File: config.mk
export PLATFORM = sky130hd
export DESIGN_NAME = neopixel_strip_controller
export DESIGN_NICKNAME = d
export VERILOG_FILES = /design/src/rtl/neopixel_pkg.sv /design/src/rtl/neopixel_bit_encoder.sv /design/src/rtl/neopixel_strip_controller.sv
export SDC_FILE = /design/constraint.sdc
export NUM_CORES = 1
export LEC_CHECK = 0
export CORE_MARGIN = 4
export CORE_UTILIZATION = 25
export CTS_BUF_LIST = sky130_fd_sc_hd__clkbuf_4 sky130_fd_sc_hd__clkbuf_8
export DETAILED_ROUTE_END_ITERATION = 8
export PLACE_DENSITY = 0.43
export SYNTH_ARGS = -nofsm -noshare
export SYNTH_HDL_FRONTEND = slang
export SYNTH_SLANG_ARGS = --single-unit
File: constraint.sdc
create_clock -name clock -period 4.75 [get_ports clock]
set_clock_uncertainty 0.15 [all_clocks]
set_input_delay 1.425 -clock clock [delete_from_list [all_inputs] [get_ports clock]]
set_output_delay 1.425 -clock clock [all_outputs]
set_load 0.05 [all_outputs]
File: src/rtl/neopixel_pkg.sv
// Shared definitions for the WS2812 strip controller.
//  - Bit timing constants, derived from the system clock frequency by integer division.
//  - Frame scheduler state encoding.
//  - Byte offsets of the G, R and B channels inside a 24-bit GRB word.
package neopixel_pkg;

  typedef enum logic [1:0] {IDLE, FETCH, SEND, LATCH} state_t;

  localparam int G_OFS = 16;
  localparam int R_OFS = 8;
  localparam int B_OFS = 0;

  function automatic int t0h_cycles(input int clk_hz);
    return clk_hz / 3333333;
  endfunction

  function automatic int t1h_cycles(input int clk_hz);
    return clk_hz / 1111111;
  endfunction

  function automatic int tbit_cycles(input int clk_hz);
    return t0h_cycles(clk_hz) + t1h_cycles(clk_hz);
  endfunction

  function automatic int tlatch_cycles(input int clk_hz);
    return clk_hz / 12500;
  endfunction

endpackage

File: src/rtl/neopixel_bit_encoder.sv
// WS2812 bit encoder: shifts out a 24-bit GRB word MSB first, one bit every T_BIT cycles.
// Bit '1' is high for T1H then low for T0H; bit '0' is high for T0H then low for T1H.
// Ports:
//  clock, reset      system clock, synchronous active-high reset (aborts any word in flight)
//  enc_load          load enc_word; honoured when idle or on the enc_done cycle (zero-gap chaining)
//  enc_word[23:0]    GRB word, bit 23 sent first
//  one_wire          encoded data line
//  enc_ready         idle, or currently sending the last bit of the word
//  enc_done          pulse on the final cycle of bit 0's low phase
module neopixel_bit_encoder
  import neopixel_pkg::*;
#(
  parameter int CLOCK_SPEED_HZ = 32_000_000
) (
  input  logic        clock,
  input  logic        reset,
  input  logic        enc_load,
  input  logic [23:0] enc_word,
  output logic        one_wire,
  output logic        enc_ready,
  output logic        enc_done
);

  localparam int T_BIT = tbit_cycles(CLOCK_SPEED_HZ);
  localparam int TMR_W = $clog2(T_BIT);
  localparam logic [TMR_W-1:0] TMR_LAST = TMR_W'(T_BIT - 1);
  localparam logic [TMR_W-1:0] HI_ONE   = TMR_W'(t1h_cycles(CLOCK_SPEED_HZ));
  localparam logic [TMR_W-1:0] HI_ZERO  = TMR_W'(t0h_cycles(CLOCK_SPEED_HZ));

  logic             active;
  logic [TMR_W-1:0] tmr;
  logic [4:0]       bit_cnt;
  logic [23:0]      shreg;
  logic             take;

  assign enc_done  = active && (tmr == TMR_LAST) && (bit_cnt == 5'd0);
  assign enc_ready = !active || (bit_cnt == 5'd0);
  assign take      = enc_load && (!active || enc_done);
  assign one_wire  = active && (tmr < (shreg[23] ? HI_ONE : HI_ZERO));

  always_ff @(posedge clock) begin
    if (reset) begin
      active  <= 1'b0;
      tmr     <= '0;
      bit_cnt <= '0;
    end else if (take) begin
      active  <= 1'b1;
      tmr     <= '0;
      bit_cnt <= 5'd23;
    end else if (active) begin
      if (tmr == TMR_LAST) begin
        tmr <= '0;
        if (bit_cnt == 5'd0) active <= 1'b0;
        else bit_cnt <= bit_cnt - 5'd1;
      end else begin
        tmr <= tmr + TMR_W'(1);
      end
    end
  end

  always_ff @(posedge clock) begin
    if (take) shreg <= enc_word;
    else if (active && (tmr == TMR_LAST)) shreg <= {shreg[22:0], 1'b0};
  end

endmodule

File: src/rtl/neopixel_strip_controller.sv
// Frame-level scheduler for a WS2812 strip. Holds NUM_PIXELS GRB words, scales them by a
// brightness latched at frame start, streams them back-to-back through the bit encoder and
// finishes each frame with a low latch gap. Frames start on request or by auto-refresh.
// Ports:
//  clock, reset               system clock, synchronous active-high reset
//  wr_en, wr_addr, wr_color   frame-buffer write port (addresses >= NUM_PIXELS ignored)
//  brightness                 global scale, sampled when a frame starts
//  start                      frame request (ignored while busy)
//  auto_refresh               enable periodic frames at REFRESH_HZ
//  busy                       frame in progress
//  frame_done                 one-cycle pulse after the latch gap
//  one_wire                   strip data line
module neopixel_strip_controller
  import neopixel_pkg::*;
#(
  parameter int CLOCK_SPEED_HZ = 32_000_000,
  parameter int NUM_PIXELS     = 8,
  parameter int ADDR_W         = 3,
  parameter int REFRESH_HZ     = 60
) (
  input  logic              clock,
  input  logic              reset,
  input  logic              wr_en,
  input  logic [ADDR_W-1:0] wr_addr,
  input  logic [23:0]       wr_color,
  input  logic [7:0]        brightness,
  input  logic              start,
  input  logic              auto_refresh,
  output logic              busy,
  output logic              frame_done,
  output logic              one_wire
);

  localparam int T_LATCH     = tlatch_cycles(CLOCK_SPEED_HZ);
  localparam int LAT_W       = $clog2(T_LATCH);
  localparam int REFRESH_DIV = CLOCK_SPEED_HZ / REFRESH_HZ;
  localparam int RC_W        = (REFRESH_DIV > 1) ? $clog2(REFRESH_DIV) : 1;
  localparam logic [LAT_W-1:0]  LAT_LAST = LAT_W'(T_LATCH - 1);
  localparam logic [RC_W-1:0]   RC_LAST  = RC_W'(REFRESH_DIV - 1);
  localparam logic [ADDR_W:0]   NPIX     = (ADDR_W + 1)'(NUM_PIXELS);

  function automatic logic [7:0] scale_ch(input logic [7:0] c, input logic [7:0] b);
    logic [15:0] prod;
    prod = {8'd0, c} * ({8'd0, b} + 16'd1);
    return 8'(prod >> 8);
  endfunction

  function automatic logic [23:0] scale_grb(input logic [23:0] w, input logic [7:0] b);
    return {scale_ch(w[G_OFS +: 8], b), scale_ch(w[R_OFS +: 8], b), scale_ch(w[B_OFS +: 8], b)};
  endfunction

  state_t            state, state_nxt;
  logic [23:0]       frame_buf [2**ADDR_W];
  logic [ADDR_W:0]   fetch_idx, load_cnt;
  logic [7:0]        bright_lat;
  logic [LAT_W-1:0]  lat_cnt;
  logic [RC_W-1:0]   rc;
  logic              pending;
  logic [23:0]       rd_word_p0, word_p1;
  logic              vld_p0, vld_p1;
  logic              enc_load, enc_ready, enc_done, enc_wire;
  logic              wrap, trigger, fetch_go;

  assign wrap     = (rc == RC_LAST);
  assign trigger  = start || pending || (wrap && auto_refresh);
  // Prefetch only once the encoder is on the last bit of its word, so late writes still show.
  assign fetch_go = ((state == FETCH) || (state == SEND)) && enc_ready && !vld_p0 && !vld_p1
                    && (fetch_idx < NPIX);
  assign enc_load = vld_p1 && ((state == FETCH) || ((state == SEND) && enc_done));
  assign busy     = (state != IDLE);
  assign one_wire = enc_wire && (state == SEND);

  always_comb begin
    state_nxt = state;
    case (state)
      IDLE:    if (trigger) state_nxt = FETCH;
      FETCH:   if (enc_load) state_nxt = SEND;
      SEND:    if (enc_done && (load_cnt == NPIX)) state_nxt = LATCH;
      LATCH:   if (lat_cnt == LAT_LAST) state_nxt = IDLE;
      default: state_nxt = IDLE;
    endcase
  end

  always_ff @(posedge clock) begin
    if (reset) begin
      state      <= IDLE;
      fetch_idx  <= '0;
      load_cnt   <= '0;
      lat_cnt    <= '0;
      rc         <= '0;
      pending    <= 1'b0;
      frame_done <= 1'b0;
      vld_p0     <= 1'b0;
      vld_p1     <= 1'b0;
    end else begin
      state      <= state_nxt;
      frame_done <= (state == LATCH) && (lat_cnt == LAT_LAST);
      rc         <= wrap ? '0 : rc + RC_W'(1);
      lat_cnt    <= (state == LATCH) ? lat_cnt + LAT_W'(1) : '0;
      // IDLE consumes a pending request as a frame start.
      if (!auto_refresh || (state == IDLE)) pending <= 1'b0;
      else if (wrap) pending <= 1'b1;
      if ((state == IDLE) && trigger) begin
        fetch_idx <= '0;
        load_cnt  <= '0;
      end else begin
        if (fetch_go) fetch_idx <= fetch_idx + (ADDR_W + 1)'(1);
        if (enc_load) load_cnt <= load_cnt + (ADDR_W + 1)'(1);
      end
      vld_p0 <= fetch_go;
      if (vld_p0) vld_p1 <= 1'b1;
      else if (enc_load) vld_p1 <= 1'b0;
    end
  end

  always_ff @(posedge clock) begin
    if ((state == IDLE) && trigger) bright_lat <= brightness;
    if (wr_en && ({1'b0, wr_addr} < NPIX)) frame_buf[wr_addr] <= wr_color;
    // p0: buffer read
    if (fetch_go) rd_word_p0 <= frame_buf[fetch_idx[ADDR_W-1:0]];
    // p1: brightness scaling, word waits here for the encoder
    if (vld_p0) word_p1 <= scale_grb(rd_word_p0, bright_lat);
  end

  neopixel_bit_encoder #(.CLOCK_SPEED_HZ(CLOCK_SPEED_HZ)) u_enc (
    .clock    (clock),
    .reset    (reset),
    .enc_load (enc_load),
    .enc_word (word_p1),
    .one_wire (enc_wire),
    .enc_ready(enc_ready),
    .enc_done (enc_done)
  );

endmodule

==> results.ini <==
[synth]
syn_area_per_cell_um2=13.3
synth-async-reset-ratio_pct=0
yosysSeqAreaShare_pct=48.7
synth_nets=1718
postSynthCellCount=1446
postSynthRegisterBits=330
synth-edff-count=272
yosys_most_used_dff=sky130_fd_sc_hd__edfxtp_1
netlist_area_um2=19200
yosys.cell_types.count=68
synthesis.yosys.warnings=0

[outcome]
violated_checks=negative setup slack
outcome=finished with violations

[die]
die_h_um=285
core_area_um2=75900
die_x_um=285
row_count=101
num_io_pins=43
dieArea_um2=81100
start_util_pct=25.2

[sta]
setup_repair_after_global_routing_missed_its_margin=yes
timing.final.crit_period_ps=5030
post-route-period-util_pct=106
timing.fmax_ghz=0.199
final-max-slew-violation-count=0
timing.final.ws_setup_ps=-281
finalHoldViolCount=0
total_setup_violations_reported_at_the_end_of_the_flow=21
hold_ws_ps=323
slew_headroom_pct=32.0
timing_worst_slew_pin_value_ps=1020

[clock_network]
cts-hold-fix-buffers=0
clk_latency_ps=640
clock_tree.root_cell=sky130_fd_sc_hd__clkbuf_8
path_clk_slew_ps=60
cts.htree.levels=2
cts_max_path_buffers=3
cts_buffers=58
cts.sink_count=330
cts_tree=done

[detailed_routing]
route.detailed.wl_per_inst_um=15.1
antenna_violating_nets_post_route=0
total_routed_length_um=40700
detailroute.via_count=10997
drt_drc_violations_left=0
vias_per_cell=4.08
dr.pass1.iters=4
first_iter_violations=407

[final_layout]
flow.area_growth_from_synthesis_pct=21.6
num-nets-final=1891
layout-drive-gt1-share_pct=25.7
final.fill_count=7668
stdcell_area_um2=23300

[setup_path]
critical_path.reg2reg.endpoint=word_p1[23]$_DFFE_PP_
crit_fanout=9
worstPathArrival_ps=5250
start_of_the_worst_register_to_register_path=bright_lat[1]$_DFFE_PP_
setup.worst_path.end_class=flip-flop
regToRegSetupSlack_ps=-280
crit_path_start_kind=flip-flop
required_ps=4970
startpoint_to_endpoint_class_of_the_critical_path=flip-flop to flip-flop
reg2regPathDepth=17

[global_routing]
grt_max_degree=45
grt.total_usage_pct=10.2
global_route_wire_length_before_repair_um=66700
antenna_found_initial=2
first_global_vias=12024
leftover_overflow_at_the_end_of_global_routing=0

[placed_design]
pre_cts_slack_ps=-394
finalWeightedCongestion=0.745
place_hpwl_um=27900
io_buffers=42
placed_instance_area_um2=21600

[min_path]
worst_hold_path.num_cells=1
worst_hold_endpoint=rc[0]$_SDFF_PP0_
min_from=rc[0]$_SDFF_PP0_
hold_path.class=flip-flop to flip-flop

[run]
cap_viol_max_count=0

-- worst max-delay path: stages, from the launching register on --
cell,delay [ps]
sky130_fd_sc_hd__edfxtp_1,460
sky130_fd_sc_hd__ha_4,240
sky130_fd_sc_hd__xor2_4,190
sky130_fd_sc_hd__buf_6,150
sky130_fd_sc_hd__nand2_1,70
sky130_fd_sc_hd__fa_1,480
sky130_fd_sc_hd__fa_1,550
sky130_fd_sc_hd__inv_1,60
sky130_fd_sc_hd__fa_1,530
sky130_fd_sc_hd__inv_1,50
sky130_fd_sc_hd__fa_1,530
sky130_fd_sc_hd__inv_1,40
sky130_fd_sc_hd__ha_2,200
sky130_fd_sc_hd__or4_4,560
sky130_fd_sc_hd__nand3_4,140
sky130_fd_sc_hd__a211oi_2,80
sky130_fd_sc_hd__a211oi_2,180
sky130_fd_sc_hd__xnor2_1,80
-- stage by stage --
stage,utilization (%),TNS (ps),instances
2_1_floorplan,-,-437,1446
3_3_place_gp,28.5,-4180,2566
3_5_place_dp,28.5,-6290,2566
4_1_cts,30.5,-4000,2694
5_1_grt,30.7,-7780,2697
6_report,30.7,-3430,2697
-- cells in the mapped netlist, types with 2 or more instances --
cell type	number	area [um^2]
sky130_fd_sc_hd__fa_1	120	2400
sky130_fd_sc_hd__dfxtp_1	58	1160
sky130_fd_sc_hd__o21ai_0	11	55.1
sky130_fd_sc_hd__nand4_1	7	43.8
sky130_fd_sc_hd__ha_1	112	1400
sky130_fd_sc_hd__nand4b_1	4	35.0
sky130_fd_sc_hd__edfxtp_1	272	8170
sky130_fd_sc_hd__buf_2	9	45.0
sky130_fd_sc_hd__mux2_4	16	240
sky130_fd_sc_hd__a41oi_1	4	35.0
sky130_fd_sc_hd__clkbuf_1	31	116
sky130_fd_sc_hd__a21oi_2	2	17.5
sky130_fd_sc_hd__nand3_1	24	120
sky130_fd_sc_hd__nand3_2	2	20.0
sky130_fd_sc_hd__inv_1	177	664
sky130_fd_sc_hd__mux2_2	31	349
sky130_fd_sc_hd__xnor2_1	38	333
sky130_fd_sc_hd__nor2_2	8	50.1
sky130_fd_sc_hd__and3_1	4	25.0
sky130_fd_sc_hd__a21oi_1	25	125
sky130_fd_sc_hd__nor4_1	5	31.3
sky130_fd_sc_hd__o31ai_2	2	25.0
sky130_fd_sc_hd__nor2b_1	21	131
sky130_fd_sc_hd__a21o_1	3	22.5
sky130_fd_sc_hd__nor3_1	10	50.1
sky130_fd_sc_hd__nand2b_1	10	62.6
sky130_fd_sc_hd__or2_1	2	12.5
sky130_fd_sc_hd__mux4_2	48	1080
sky130_fd_sc_hd__and2_1	130	813
sky130_fd_sc_hd__nand3b_1	5	37.5
sky130_fd_sc_hd__mux2i_1	4	40.0
sky130_fd_sc_hd__nor2_1	69	259
sky130_fd_sc_hd__o21a_1	4	30.0
sky130_fd_sc_hd__o21ai_1	2	10.0
sky130_fd_sc_hd__xor2_1	41	359
sky130_fd_sc_hd__buf_6	2	22.5
sky130_fd_sc_hd__nand2_1	102	383
-- layout make-up --
class | instances | area [um^2] | area share (%)
inverter | 177 | 664 | 2.85
clock buffer | 86 | 1010 | 4.36
timing repair buffer | 158 | 1370 | 5.90
tap | 1030 | 1290 | 5.53
multi-input combinational | 894 | 9470 | 40.7
sequential | 330 | 9330 | 40.1
antenna | 1 | 2.50 | 0.0107
clock inverter | 21 | 145 | 0.623
-- how the worst max path moves through the flow --
stage | cells past startpoint | from | end | slack, ps
final | 17 | bright_lat[1]$_DFFE_PP_ | word_p1[23]$_DFFE_PP_ | -280
after global routing | 18 | bright_lat[1]$_DFFE_PP_ | word_p1[23]$_DFFE_PP_ | -480
after CTS | 20 | bright_lat[1]$_DFFE_PP_ | word_p1[22]$_DFFE_PP_ | -330
after detailed placement | 16 | bright_lat[0]$_DFFE_PP_ | word_p1[7]$_DFFE_PP_ | -390
after global placement | 20 | bright_lat[0]$_DFFE_PP_ | word_p1[22]$_DFFE_PP_ | -310
after floorplan | 19 | bright_lat[0]$_DFFE_PP_ | word_p1[22]$_DFFE_PP_ | -130
-- registers in the layout (all words and copies together) (netlist names) --
name	flops
pending	1
fetch_idx	4
u_enc.active	1
load_cnt	4
frame_done	1
vld_p0	1
state	2
word_p1	24
frame_buf	192
bright_lat	8
u_enc.tmr	6
rc	20
rd_word_p0	24
u_enc.shreg	24
lat_cnt	12
u_enc.bit_cnt	5
vld_p1	1
-- what timing repair did --
item	4_1_cts	5_1_grt
cloned	1	0
setup buffers	21	2
endpoints found under the setup margin	22	24
pin swaps	24	9
gates resized for setup	54	19
-- placed cells by master, fill, tap and decap left out, drive strengths merged, types with 39 or more instances in the layout --
master,count
mux2,47
dfxtp,58
mux4,48
nor2,77
xor2,41
edfxtp,272
inv,179
nand2,103
buf,116
clkdlybuf4s50,42
ha,112
and2,130
clkbuf,86
xnor2,39
fa,120
-- metal layers --
layer  wire [um]  vias to the layer above  GRT usage, %
met3        1400                       56          1.77
met1       19200                     5517          13.7
met5          12                        -             0
li1            -                     5296             -
met2       19200                      126          17.0
met4         832                        2          2.95
-- logic make-up (layout without fill, tap and decap cells) --
family / after synthesis / after routing / share of synthesized area (%)
simple gates: 420 / 420 / 11.8
flops: 330 / 330 / 48.7
fa+ha+maj: 232 / 232 / 19.8
buf+inv: 223 / 442 / 4.67
mux: 99 / 99 / 8.93
xor+xnor: 79 / 80 / 3.61
compound gates: 63 / 63 / 2.44
other cells: 0 / 1 / 0
Power is not shown: default switching activity piles up to over one toggle a cycle in this logic, so the estimate is an artifact.
